`src/rtl/if_stage_if.sv`:
```
// Handshake bundles used by the fetch stage: fetch request/response, issue to execute,
// control-flow resolution from execute, and the downstream flush pulse.

interface fch_req_if_t #(parameter int RV_PC_SIZE = 32);
  logic                  vld;
  logic                  rdy;
  logic [RV_PC_SIZE-1:0] pc;
  modport mst (output vld, output pc, input rdy);
  modport slv (input vld, input pc, output rdy);
endinterface

interface fch_rsp_if_t #(parameter int RV_IR_SIZE = 32);
  logic                  vld;
  logic                  rdy;
  logic [RV_IR_SIZE-1:0] ir;
  modport mst (output vld, output ir, input rdy);
  modport slv (input vld, input ir, output rdy);
endinterface

interface ex_req_if_t #(parameter int RV_PC_SIZE = 32, parameter int RV_IR_SIZE = 32);
  logic                  vld;
  logic                  rdy;
  logic [RV_IR_SIZE-1:0] ir;
  logic [RV_PC_SIZE-1:0] pc;
  logic                  pred_taken;
  logic [RV_PC_SIZE-1:0] pred_pc;
  modport mst (output vld, output ir, output pc, output pred_taken, output pred_pc, input rdy);
  modport slv (input vld, input ir, input pc, input pred_taken, input pred_pc, output rdy);
endinterface

interface ex_rsp_if_t #(parameter int RV_PC_SIZE = 32);
  logic                  vld;
  logic                  rdy;
  logic                  taken;
  logic                  pred_true;
  logic [RV_PC_SIZE-1:0] pc;
  logic [RV_PC_SIZE-1:0] target_pc;
  modport mst (output vld, output taken, output pred_true, output pc, output target_pc, input rdy);
  modport slv (input vld, input taken, input pred_true, input pc, input target_pc, output rdy);
endinterface

interface fl_req_if_t;
  logic vld;
  modport mst (output vld);
  modport slv (input vld);
endinterface

```
`src/rtl/if_stage.sv`:
```
// Instruction fetch stage: one outstanding fetch, single-entry issue buffer, static prediction.
// RV_STATIC_BP_EN: when defined, backward conditional branches are predicted taken.
//
// state | meaning
// REQ   | presenting fetch address pc_r, waiting for fch_req handshake
// WAIT  | fetch accepted, waiting for the instruction word
// HOLD  | issue buffer valid, presenting it to execute
// DROP  | fetch outstanding but stale (redirected), discard its word

module if_stage #(
  parameter logic [31:0] RESET_PC = 32'h0000_0000
) (
  input  logic      clk,
  input  logic      rst_n,
  fch_req_if_t.mst  fch_req,
  fch_rsp_if_t.slv  fch_rsp,
  ex_req_if_t.mst   ex_req,
  ex_rsp_if_t.slv   ex_rsp,
  fl_req_if_t.mst   fl_req
);

  localparam logic [6:0] OP_JAL    = 7'b1101111;
  localparam logic [6:0] OP_BRANCH = 7'b1100011;

  typedef enum logic [1:0] {S_REQ, S_WAIT, S_HOLD, S_DROP} state_t;

  state_t      state, state_nxt;
  logic [31:0] pc_r, pc_nxt;
  logic [31:0] buf_ir, buf_pc, buf_pred_pc;
  logic        buf_pred_taken;
  logic        buf_ld;
  logic        flush_r;

  logic        mispredict;
  logic [31:0] redirect_pc;
  logic [6:0]  opcode;
  logic [31:0] j_imm;
  logic        pred_taken;
  logic [31:0] pred_pc;
`ifdef RV_STATIC_BP_EN
  logic [31:0] b_imm;
`endif

  assign mispredict  = ex_rsp.vld && !ex_rsp.pred_true;
  assign redirect_pc = ex_rsp.taken ? ex_rsp.target_pc : ex_rsp.pc + 32'd4;
  assign opcode      = fch_rsp.ir[6:0];
  assign j_imm       = {{12{fch_rsp.ir[31]}}, fch_rsp.ir[19:12], fch_rsp.ir[20],
                        fch_rsp.ir[30:21], 1'b0};
`ifdef RV_STATIC_BP_EN
  assign b_imm       = {{20{fch_rsp.ir[31]}}, fch_rsp.ir[7], fch_rsp.ir[30:25],
                        fch_rsp.ir[11:8], 1'b0};
`endif

  // Prediction for the word currently arriving; only captured in WAIT, where pc_r is its address.
  always_comb begin
    pred_taken = 1'b0;
    pred_pc    = pc_r + 32'd4;
    if (opcode == OP_JAL) begin
      pred_taken = 1'b1;
      pred_pc    = pc_r + j_imm;
    end
`ifdef RV_STATIC_BP_EN
    else if (opcode == OP_BRANCH && fch_rsp.ir[31]) begin
      pred_taken = 1'b1;
      pred_pc    = pc_r + b_imm;
    end
`else
    else if (opcode == OP_BRANCH) begin
      pred_taken = 1'b0;
    end
`endif
  end

  always_comb begin
    state_nxt   = state;
    pc_nxt      = pc_r;
    buf_ld      = 1'b0;
    fch_req.vld = 1'b0;
    fch_req.pc  = pc_r;
    fch_rsp.rdy = 1'b0;
    ex_req.vld  = 1'b0;
    case (state)
      S_REQ: begin
        fch_req.vld = 1'b1;
        if (mispredict) begin
          pc_nxt    = redirect_pc;
          state_nxt = fch_req.rdy ? S_DROP : S_REQ;
        end else if (fch_req.rdy) begin
          state_nxt = S_WAIT;
        end
      end
      S_WAIT: begin
        fch_rsp.rdy = 1'b1;
        if (mispredict) begin
          pc_nxt    = redirect_pc;
          state_nxt = fch_rsp.vld ? S_REQ : S_DROP;
        end else if (fch_rsp.vld) begin
          buf_ld    = 1'b1;
          state_nxt = S_HOLD;
        end
      end
      S_HOLD: begin
        ex_req.vld = 1'b1;
        // A same-cycle redirect beats the issue handshake; the flush kills the issued word.
        if (mispredict) begin
          pc_nxt    = redirect_pc;
          state_nxt = S_REQ;
        end else if (ex_req.rdy) begin
          pc_nxt    = buf_pred_pc;
          state_nxt = S_REQ;
        end
      end
      S_DROP: begin
        fch_rsp.rdy = 1'b1;
        if (mispredict) begin
          pc_nxt = redirect_pc;
        end
        // Once the stale word is consumed nothing is outstanding, so refetch even on a redirect.
        if (fch_rsp.vld) begin
          state_nxt = S_REQ;
        end
      end
      default: begin
        state_nxt = S_REQ;
      end
    endcase
  end

  always_ff @(posedge clk or negedge rst_n) begin
    if (!rst_n) begin
      state   <= S_REQ;
      pc_r    <= RESET_PC;
      flush_r <= 1'b0;
    end else begin
      state   <= state_nxt;
      pc_r    <= pc_nxt;
      flush_r <= mispredict;
    end
  end

  always_ff @(posedge clk or negedge rst_n) begin
    if (!rst_n) begin
      buf_ir         <= 32'h0;
      buf_pc         <= 32'h0;
      buf_pred_pc    <= 32'h0;
      buf_pred_taken <= 1'b0;
    end else if (buf_ld) begin
      buf_ir         <= fch_rsp.ir;
      buf_pc         <= pc_r;
      buf_pred_pc    <= pred_pc;
      buf_pred_taken <= pred_taken;
    end
  end

  assign ex_req.ir         = buf_ir;
  assign ex_req.pc         = buf_pc;
  assign ex_req.pred_taken = buf_pred_taken;
  assign ex_req.pred_pc    = buf_pred_pc;
  assign ex_rsp.rdy        = 1'b1;
  assign fl_req.vld        = flush_r;

endmodule

```
`src/flat_wrapper.sv`:
```
// flat-port wrapper written by rule: the top's interface ports become plain ports
module if_stage_flat 
#(
  parameter logic [31:0] RESET_PC = 32'h0000_0000
)
  (clk, rst_n, fch_req_vld, fch_req_pc, fch_req_rdy, fch_rsp_vld, fch_rsp_ir, fch_rsp_rdy, ex_req_vld, ex_req_ir, ex_req_pc, ex_req_pred_taken, ex_req_pred_pc, ex_req_rdy, ex_rsp_vld, ex_rsp_taken, ex_rsp_pred_true, ex_rsp_pc, ex_rsp_target_pc, ex_rsp_rdy, fl_req_vld);
  fch_req_if_t fch_req_i ();
  fch_rsp_if_t fch_rsp_i ();
  ex_req_if_t ex_req_i ();
  ex_rsp_if_t ex_rsp_i ();
  fl_req_if_t fl_req_i ();
  input  logic clk;
  input  logic rst_n;
  output wire logic [$bits(fch_req_i.vld)-1:0] fch_req_vld;
  output wire logic [$bits(fch_req_i.pc)-1:0] fch_req_pc;
  input wire logic [$bits(fch_req_i.rdy)-1:0] fch_req_rdy;
  input wire logic [$bits(fch_rsp_i.vld)-1:0] fch_rsp_vld;
  input wire logic [$bits(fch_rsp_i.ir)-1:0] fch_rsp_ir;
  output wire logic [$bits(fch_rsp_i.rdy)-1:0] fch_rsp_rdy;
  output wire logic [$bits(ex_req_i.vld)-1:0] ex_req_vld;
  output wire logic [$bits(ex_req_i.ir)-1:0] ex_req_ir;
  output wire logic [$bits(ex_req_i.pc)-1:0] ex_req_pc;
  output wire logic [$bits(ex_req_i.pred_taken)-1:0] ex_req_pred_taken;
  output wire logic [$bits(ex_req_i.pred_pc)-1:0] ex_req_pred_pc;
  input wire logic [$bits(ex_req_i.rdy)-1:0] ex_req_rdy;
  input wire logic [$bits(ex_rsp_i.vld)-1:0] ex_rsp_vld;
  input wire logic [$bits(ex_rsp_i.taken)-1:0] ex_rsp_taken;
  input wire logic [$bits(ex_rsp_i.pred_true)-1:0] ex_rsp_pred_true;
  input wire logic [$bits(ex_rsp_i.pc)-1:0] ex_rsp_pc;
  input wire logic [$bits(ex_rsp_i.target_pc)-1:0] ex_rsp_target_pc;
  output wire logic [$bits(ex_rsp_i.rdy)-1:0] ex_rsp_rdy;
  output wire logic [$bits(fl_req_i.vld)-1:0] fl_req_vld;
  assign fch_req_vld = fch_req_i.vld;
  assign fch_req_pc = fch_req_i.pc;
  assign fch_req_i.rdy = fch_req_rdy;
  assign fch_rsp_i.vld = fch_rsp_vld;
  assign fch_rsp_i.ir = fch_rsp_ir;
  assign fch_rsp_rdy = fch_rsp_i.rdy;
  assign ex_req_vld = ex_req_i.vld;
  assign ex_req_ir = ex_req_i.ir;
  assign ex_req_pc = ex_req_i.pc;
  assign ex_req_pred_taken = ex_req_i.pred_taken;
  assign ex_req_pred_pc = ex_req_i.pred_pc;
  assign ex_req_i.rdy = ex_req_rdy;
  assign ex_rsp_i.vld = ex_rsp_vld;
  assign ex_rsp_i.taken = ex_rsp_taken;
  assign ex_rsp_i.pred_true = ex_rsp_pred_true;
  assign ex_rsp_i.pc = ex_rsp_pc;
  assign ex_rsp_i.target_pc = ex_rsp_target_pc;
  assign ex_rsp_rdy = ex_rsp_i.rdy;
  assign fl_req_vld = fl_req_i.vld;
  if_stage #(.RESET_PC(RESET_PC)) u_core (.clk(clk), .rst_n(rst_n), .fch_req(fch_req_i), .fch_rsp(fch_rsp_i), .ex_req(ex_req_i), .ex_rsp(ex_rsp_i), .fl_req(fl_req_i));
endmodule
```
`config.mk`:
```
export PLATFORM = sky130hd
export DESIGN_NAME = if_stage_flat
export DESIGN_NICKNAME = d
export VERILOG_FILES = /design/src/rtl/if_stage_if.sv /design/src/rtl/if_stage.sv /design/src/flat_wrapper.sv
export SDC_FILE = /design/constraint.sdc
export NUM_CORES = 1
export LEC_CHECK = 0
export ABC_CLOCK_PERIOD_IN_PS = 2600
export CAP_MARGIN = 0
export CORE_ASPECT_RATIO = 1.25
export CORE_MARGIN = 10
export CORE_UTILIZATION = 49
export CTS_CLUSTER_DIAMETER = 120
export DETAILED_ROUTE_END_ITERATION = 16
export HOLD_SLACK_MARGIN = 0.15
export MAX_ROUTING_LAYER = met4
export PLACE_DENSITY = 0.84
export SYNTH_ARGS = -nofsm -noshare
export SYNTH_HDL_FRONTEND = slang
export SYNTH_SLANG_ARGS = --single-unit
```
`constraint.sdc`:
```
create_clock -name clk -period 2.6 [get_ports clk]
set_input_delay 0.65 -clock clk [delete_from_list [all_inputs] [get_ports clk]]
set_output_delay 0.65 -clock clk [all_outputs]
set_load 0.05 [all_outputs]
```
==> results of run 1 <==
## state kept, by name (all words and copies together), names as in the netlist
| name | flops |
|---|---|
| u_core.ex_req.ir | 32 |
| u_core.ex_req.pred_pc | 32 |
| u_core.fch_req.pc | 32 |
| u_core.ex_req.pc | 31 |
| u_core.state | 2 |
| u_core.ex_req.pred_taken | 1 |
| u_core.fl_req.vld | 1 |
## logic make-up (layout without fill, tap and decap cells)
family	count (synthesis)	count (layout)	synth area share (%)
and+or+nand+nor	496	496	26.1
AOI/OAI and AO/OA	243	243	18.1
DFF	131	131	38.7
xor gates and xnor gates	76	76	7.86
buffers and inverters	72	442	3.63
adders and majority gates	33	33	4.96
muxes	5	5	0.591
other	1	2	0.0443
## synthesized netlist by cell type, types with 15 or more instances
master and n:
sky130_fd_sc_hd__ha_1 32, sky130_fd_sc_hd__dfrtp_1 131, sky130_fd_sc_hd__a21oi_1 69, sky130_fd_sc_hd__nand4_1 15, sky130_fd_sc_hd__a211oi_1 29, sky130_fd_sc_hd__and3_1 15
sky130_fd_sc_hd__nand3_1 29, sky130_fd_sc_hd__nor2_1 75, sky130_fd_sc_hd__xnor2_1 39, sky130_fd_sc_hd__xor2_1 37, sky130_fd_sc_hd__o21ai_0 47, sky130_fd_sc_hd__a31oi_1 25
sky130_fd_sc_hd__a21o_1 24, sky130_fd_sc_hd__clkbuf_1 41, sky130_fd_sc_hd__nand2_1 305
## worst max-delay path by stage
stage / startpoint / end / slack [ns]
detailed placement: fch_rsp_ir[21] / u_core.ex_req.pred_pc[31]$_DFFE_PN0P_ / -0.73
CTS: fch_rsp_ir[31] / u_core.ex_req.pred_pc[31]$_DFFE_PN0P_ / -0.06
floorplan: u_core.fch_req.pc[24]$_DFFE_PN0P_ / u_core.ex_req.pred_pc[31]$_DFFE_PN0P_ / 0.02
global placement: fch_rsp_ir[21] / u_core.ex_req.pred_pc[29]$_DFFE_PN0P_ / -0.61
global route: fch_rsp_ir[21] / u_core.ex_req.pred_pc[29]$_DFFE_PN0P_ / -0.05
finish: u_core.fch_req.pc[17]$_DFFE_PN0P_ / fch_req_pc[17] / 0.004
## per-layer routing
layer  vias to the layer above  share of wire [%]
met4                         0                6.3
li1                       4363                  -
met2                       507                 51
met1                      4540                 35
met3                       159                7.5
met5                         -                  0
## final cells by class
cell class / count / share of cell area [%]
timing repair buffer: 399 / 27.9
inverter: 11 / 0.313
antenna: 1 / 0.0190
tap: 220 / 2.08
clock buffer: 20 / 3.46
clock inverter: 12 / 1.17
sequential: 131 / 24.8
multi-input combinational: 854 / 40.2
## cells in the final DEF, fill, tap and decap left out, drive strengths merged, types with 11 or more instances in the layout
| cell type | synthesis | final |
|---|---|---|
| and2 | 11 | 11 |
| o21ai | 54 | 54 |
| xnor2 | 39 | 39 |
| nand3 | 31 | 31 |
| inv | 11 | 12 |
| dlymetal6s2s | 0 | 12 |
| clkbuf | 41 | 20 |
| clkdlybuf4s50 | 0 | 219 |
| dfrtp | 131 | 131 |
| xor2 | 37 | 37 |
| buf | 20 | 164 |
| a21o | 24 | 24 |
| a31oi | 25 | 25 |
| nand4 | 16 | 16 |
| a21oi | 70 | 70 |
| ha | 32 | 32 |
| nor2 | 76 | 76 |
| and3 | 15 | 15 |
| nand2 | 305 | 305 |
| a211oi | 31 | 31 |
## metrics by stage
step                      setup TNS, ns  hold slack, ns  util (%)  power (µW)  instances
after global placement            -9.80           0.456      71.5       14100       1609
after detailed placement         -12.45           0.462      71.5       14300       1609
after global routing            -0.0669           0.493      78.1       18200       1647
after CTS                       -0.0641           0.476      76.0       17000       1645
final                                 0           0.474      78.1       17500       1648
after floorplan                       0           0.354         -        9900       1057
## worst reg2reg max path: stages, from the launching register on
cell	delay, ns
sky130_fd_sc_hd__dfrtp_2	0.38
sky130_fd_sc_hd__ha_2	0.20
sky130_fd_sc_hd__inv_1	0.08
sky130_fd_sc_hd__fa_2	0.35
sky130_fd_sc_hd__nand2b_4	0.17
sky130_fd_sc_hd__a21oi_4	0.18
sky130_fd_sc_hd__o21bai_4	0.11
sky130_fd_sc_hd__buf_4	0.15
sky130_fd_sc_hd__a211oi_4	0.26
sky130_fd_sc_hd__o21bai_1	0.11
sky130_fd_sc_hd__and3_1	0.19
sky130_fd_sc_hd__o21ai_1	0.11
sky130_fd_sc_hd__a21oi_1	0.07
## power by group through the flow
| stage | Combinational (µW) | Sequential (µW) | Clock (µW) |
|---|---|---|---|
| final | 11200 | 3790 | 2520 |
| after global routing | 11700 | 3870 | 2620 |
| after global placement | 10400 | 3720 | 0 |
| after CTS | 10800 | 3720 | 2530 |
| after floorplan | 3280 | 6620 | 0 |
| after detailed placement | 10500 | 3730 | 0 |
## repair_timing
action,in CTS,in global routing
resized for setup,29,57
endpoints found under the hold margin,8,0
endpoints found under the setup margin,18,15
hold buffers,1,0
buffers inserted,3,2
pin swaps,13,18
==> metrics.cfg, run 1 <==
[hold_path]
hold_depth = 2
hp-class = register to register
min_from = u_core.ex_req.pc[4]$_DFFE_PN0P_
holdPathEnd = u_core.ex_req.pc[4]$_DFFE_PN0P_

[die]
initial_core_util_pct = 50.1
die-area_mm2 = 0.0230
num_rows = 53
core-area_mm2 = 0.0169
floorplan.die.width_um = 138
die_h_um = 167
io_pins = 238

[detailed_routing]
count_of_nets_left_with_antenna_violations_after_detail_routing = 0
post_drt_wl_per_cell_um = 21.1
num_vias = 9569
drt-vias-per-instance = 5.81
drt_iter0_drc = 868
wl_um = 34800
first_pass_iters = 5
drc_errors = 0

[grt]
most_crowded_layer_gr = met2
grt_first_pass_wirelength_um = 52100
number_of_antenna_violations_at_the_first_check_in_global_routing = 0
grt_util_met3_pct = 4.88
grt_max_degree = 55
grt_overflow = 0
grt.met2_usage_pct = 51.6
number_of_global_route_vias_before_repair = 9530
grt_util_met1_pct = 31.3
track_usage_pct = 29.8

[synth]
synth_async_sr_flop_share_pct = 100
post_synth_num_cell_types = 65
synth.cell_area_mm2 = 0.00847
postSynth.topFlopCell = sky130_fd_sc_hd__dfrtp_1
yosysTopAreaCellShare_pct = 38.7
syn_area_per_cell_um2 = 8.02
synth_nets = 1194
synth.yosys.seq_area_share_pct = 38.7
synth-warning-count = 0
synth_edf_count = 0
synth.area.top_cells = sky130_fd_sc_hd__dfrtp_1 (39%), sky130_fd_sc_hd__nand2_1 (14%), sky130_fd_sc_hd__ha_1 (4.7%), sky130_fd_sc_hd__a21oi_1 (4.1%), sky130_fd_sc_hd__xnor2_1 (4.0%)
post_synthesis_cells = 1057
synth-seq-cells = 131
synth_top_cell_by_area = sky130_fd_sc_hd__dfrtp_1

[finish]
seq_area_mm2 = 0.00328
post_route_standard_cell_area_excluding_fillers_mm2 = 0.0132
syn2layout_area_growth_pct = 55.8
drive_gt1_share_pct = 19.0
final_nets = 1551
filler_cell_count = 1178
multi_input_comb_area_mm2 = 0.00531

[clock_tree]
cts_sinks = 131
clk-insertion-delay-late_ns = 0.42
root_buffer = sky130_fd_sc_hd__clkbuf_16
cts_tree = yes
clock_path_buffers = 2
cts_made_buffers = 17
ctsHtreeMaxLevel = 4
path_clk_slew_ns = 0.06

[sta]
report.final.slew_viol_count = 0
grt_setup_unrepaired = true
timing.fmax_ghz = 0.385
final_critical_path_required_period_ns = 2.60
final-setup-viol-count = 0
finalCritPeriodShare_pct = 99.8
worst_slack_ns = 0.00400
hold_viol_final = 0
tightestPinTransition_ns = 0.688
worst_slew_margin_rel_pct = 54.0
fin_skew_ns = 0.00945

[worst_setup_path]
worst-path-max-fanout = 6
timing.rr.start = u_core.fch_req.pc[1]$_DFFE_PN0P_
slowest_delay_ns = 0.82
worstReg2RegEnd = u_core.ex_req.pred_pc[29]$_DFFE_PN0P_
path_class = register to primary output
critical_path.endpoint_type = primary output
critical_path_buf_inv_count = 2
worstPathRequired_ns = 1.95
timing.critical_path.cells = buf_4, clkdlybuf4s50_1
path_delay_family = buffers and inverters
cp.depth = 2
cpMaxStageDelayCell = sky130_fd_sc_hd__clkdlybuf4s50_1
r2r_setup_slack_ns = 0.12
r2r_worst_path_depth = 12
setup.worst_path.start_class = register
worstPathArrival_ns = 1.95

[place]
place_worst_setup_slack_ns = -0.730
dp_hpwl_um = 26200
port_buffers = 236
detailed_place.area_mm2 = 0.0121
gp_routability_congestion = 0.971

[run_status]
result_of_the_run = complete, no violations

[pwr]
power.switching_uw = 8790
ir_drop_mv = 0.925
powerDensity_mw_per_mm2 = 1320
share_comb_of_total_power_pct = 63.9
power.share.clock_pct = 14.4
sw_frac_of_total_pct = 50.3
cellInternalPower_uw = 8700
p_leak_uw = 0.00599
seq_power_share_pct = 21.7

[job]
max-cap-violations = 0

(Power assumes the default switching activity.)
==> run 2, diff against run 1 <==
--- a/config.mk
+++ b/config.mk
@@ -8,7 +8,6 @@
 export ABC_CLOCK_PERIOD_IN_PS = 2600
 export CAP_MARGIN = 0
 export CORE_ASPECT_RATIO = 1.25
-export CORE_MARGIN = 10
 export CORE_UTILIZATION = 49
 export CTS_CLUSTER_DIAMETER = 120
 export DETAILED_ROUTE_END_ITERATION = 16
==> metrics.cfg, run 2 (synthesized netlist as in run 1, its figures left out) <==
[grt]
number_of_antenna_violations_at_the_first_check_in_global_routing = 0  ; unchanged
number_of_global_route_vias_before_repair = 9763  ; +2.4%
grt_max_degree = 69  ; +25%
track_usage_pct = 38.5  ; +8.7 points
grt_first_pass_wirelength_um = 50600  ; -3.0%
grt_overflow = 0  ; unchanged

[sta]
fin_skew_ns = 0.00816  ; -0.00129 ns
worst_slew_margin_rel_pct = 60.3  ; +6.3 points
final-setup-viol-count = 1  ; +1
hold_viol_final = 0  ; unchanged
grt_setup_unrepaired = true
tightestPinTransition_ns = 0.594  ; -0.0938 ns
worst_slack_ns = -0.0371  ; -0.0411 ns
finalCritPeriodShare_pct = 101  ; +1.6 points
final_critical_path_required_period_ns = 2.64  ; +0.0411 ns
timing.fmax_ghz = 0.379  ; -1.6%
report.final.slew_viol_count = 0  ; unchanged

[clock_tree]
ctsHtreeMaxLevel = 4  ; unchanged
cts_tree = yes
clock_path_buffers = 2  ; unchanged
cts_made_buffers = 17  ; unchanged
cts_sinks = 131  ; unchanged
clk-insertion-delay-late_ns = 0.43  ; about the same
root_buffer = sky130_fd_sc_hd__clkbuf_16
path_clk_slew_ns = 0.06  ; about the same

[finish]
filler_cell_count = 1137  ; -3.5%
syn2layout_area_growth_pct = 56.6
layout.cells.non_filler = 1654  ; +0.36%
mostFrequentLayoutCells = sky130_fd_sc_hd__nand2_1 (305), sky130_fd_sc_hd__clkdlybuf4s50_1 (223), sky130_fd_sc_hd__buf_4 (159), sky130_fd_sc_hd__dfrtp_1 (129), sky130_fd_sc_hd__nor2_1 (73)
layout_commonest_cell = sky130_fd_sc_hd__nand2_1
antenna_cells_inserted = 0  ; -1
drive_gt1_share_pct = 19.3  ; +0.33 points
final_nets = 1558  ; +0.45%
fin_util_pct = 78.8  ; +0.71 points

[worst_setup_path]
critical_path_buf_inv_count = 1  ; -1
worstPathArrival_ns = 2.94  ; +0.99 ns
worst-path-max-fanout = 4  ; -2
cpMaxStageDelayCell = sky130_fd_sc_hd__clkdlybuf4s50_1
worstPathRequired_ns = 2.91  ; +0.96 ns
critical_path.endpoint_type = register
setup.worst_path.start_class = primary input
r2r_setup_slack_ns = 0.07  ; -0.05 ns
path_class = primary input to register
path_delay_family = compound AO/OA/AOI/OAI gates
slowest_delay_ns = 0.44  ; -0.38 ns
timing.critical_path.cells = clkdlybuf4s50_1, ha_1, and2_1, o2111ai_1, o21bai_4, a211oi_4, o21bai_1, and3_1, o21ai_1, a21oi_1

[pwr]
seq_power_share_pct = 21.5  ; -0.2 points
cellInternalPower_uw = 8720  ; +0.21%
power.share.clock_pct = 14.3  ; about the same
p_leak_uw = 0.00598  ; about the same
sw_frac_of_total_pct = 50.5  ; +0.20 points
powerDensity_mw_per_mm2 = 1330  ; +0.10%
share_comb_of_total_power_pct = 64.2  ; +0.3 points
power.switching_uw = 8880  ; +1.0%
ir_drop_mv = 0.825  ; -11%

[run_status]
result_of_the_run = finished with violations
violated_checks = negative setup slack

[die]
die_h_um = 149  ; -11%
initial_core_util_pct = 50.3  ; +0.20 points
io_pins = 238  ; unchanged
die-area_mm2 = 0.0178  ; -22%
num_rows = 53  ; unchanged
floorplan.die.width_um = 120  ; -13%
core-area_mm2 = 0.0168  ; -0.39%

[detailed_routing]
count_of_nets_left_with_antenna_violations_after_detail_routing = 0  ; unchanged
wl_um = 34200  ; -1.6%
first_pass_iters = 6  ; +1
drc_errors = 0  ; unchanged
num_vias = 9804  ; +2.5%
drt_iter0_drc = 819  ; -5.6%
post_drt_wl_per_cell_um = 20.7  ; -2.0%
drt-vias-per-instance = 5.93  ; +2.1%

[place]
place_worst_setup_slack_ns = -0.715  ; +0.0152 ns
place.detailed.instances = 1616  ; +0.44%
gp_routability_congestion = 0.971  ; about the same
dp_hpwl_um = 24300  ; -7.3%
port_buffers = 236  ; unchanged

[job]
max-cap-violations = 0  ; unchanged

[hold_path]
hp-class = register to register

[run 2: power by group through the flow]
| stage | registers [µW] | logic (µW) | clock network [µW] |
|---|---|---|---|
| 3_3_place_gp | 3690 | 10400 | 0 |
| 2_1_floorplan | 6620 | 3280 | 0 |
| 4_1_cts | 3690 | 10800 | 2500 |
| 5_1_grt | 3830 | 11900 | 2610 |
| 6_report | 3770 | 11300 | 2520 |
| 3_5_place_dp | 3700 | 10600 | 0 |
[run 2: stage by stage]
stage          hold slack, ns  instance area, µm²  setup TNS (ns)  total power [µW]
2_1_floorplan           0.354                8480               0              9900
3_3_place_gp            0.457               12200           -9.50             14100
3_5_place_dp            0.461               12200          -11.76             14300
4_1_cts                 0.476               13000         -0.0115             17000
5_1_grt                 0.491               13300          -0.510             18300
6_report                0.472               13300         -0.0371             17600
[run 2: final cells by class]
| cell class | count | area, µm² | share of cell area [%] |
|---|---|---|---|
| clock inverters | 13 | 160 | 1.21 |
| repair buffers | 406 | 3770 | 28.4 |
| flip-flops and latches | 131 | 3280 | 24.7 |
| multi-input cells | 854 | 5320 | 40.0 |
| inverters | 11 | 41.3 | 0.311 |
| well taps | 220 | 275 | 2.07 |
| clock buffers | 19 | 433 | 3.26 |
[run 2: path summary, 6_finish.rpt]
check	startpoint	to	depth (start not counted)
worst max-delay path	fch_rsp_ir[29]	u_core.ex_req.pred_pc[29]$_DFFE_PN0P_	10
worst min-delay path	u_core.ex_req.pc[22]$_DFFE_PN0P_	u_core.ex_req.pc[22]$_DFFE_PN0P_	2
worst max register to register	u_core.fch_req.pc[2]$_DFFE_PN0P_	u_core.ex_req.pred_pc[26]$_DFFE_PN0P_	9
worst min register to register	u_core.ex_req.pc[22]$_DFFE_PN0P_	u_core.ex_req.pc[22]$_DFFE_PN0P_	2
max in group asynchronous	rst_n	u_core.ex_req.pc[23]$_DFFE_PN0P_	3
min in group asynchronous	rst_n	u_core.ex_req.ir[7]$_DFFE_PN0P_	2
[run 2: worst min-delay path, stage by stage, from the launching register on]
cell and delay [ns]:
sky130_fd_sc_hd__dfrtp_1 0.34, sky130_fd_sc_hd__nand2_1 0.05, sky130_fd_sc_hd__nand2_1 0.05
[run 2: metal layers]
metal  track usage, %  wire (µm)  part of all wire [%]  up-vias
li1                 -          -                     -     4378
met1             39.6      11800                    35     4681
met2             66.5      17600                    51      561
met3             5.96       2120                   6.2      184
met4             28.5       2720                   7.9        0
met5                -          0                     0        -
[run 2: timing repair]
item                                    4_1_cts  5_1_grt
endpoints found under the setup margin       19       13
hold buffers                                  1        0
pin swaps                                    16       16
hold endpoints to repair                     31        0
buffers inserted                              3        2
gates resized for setup                      31       49
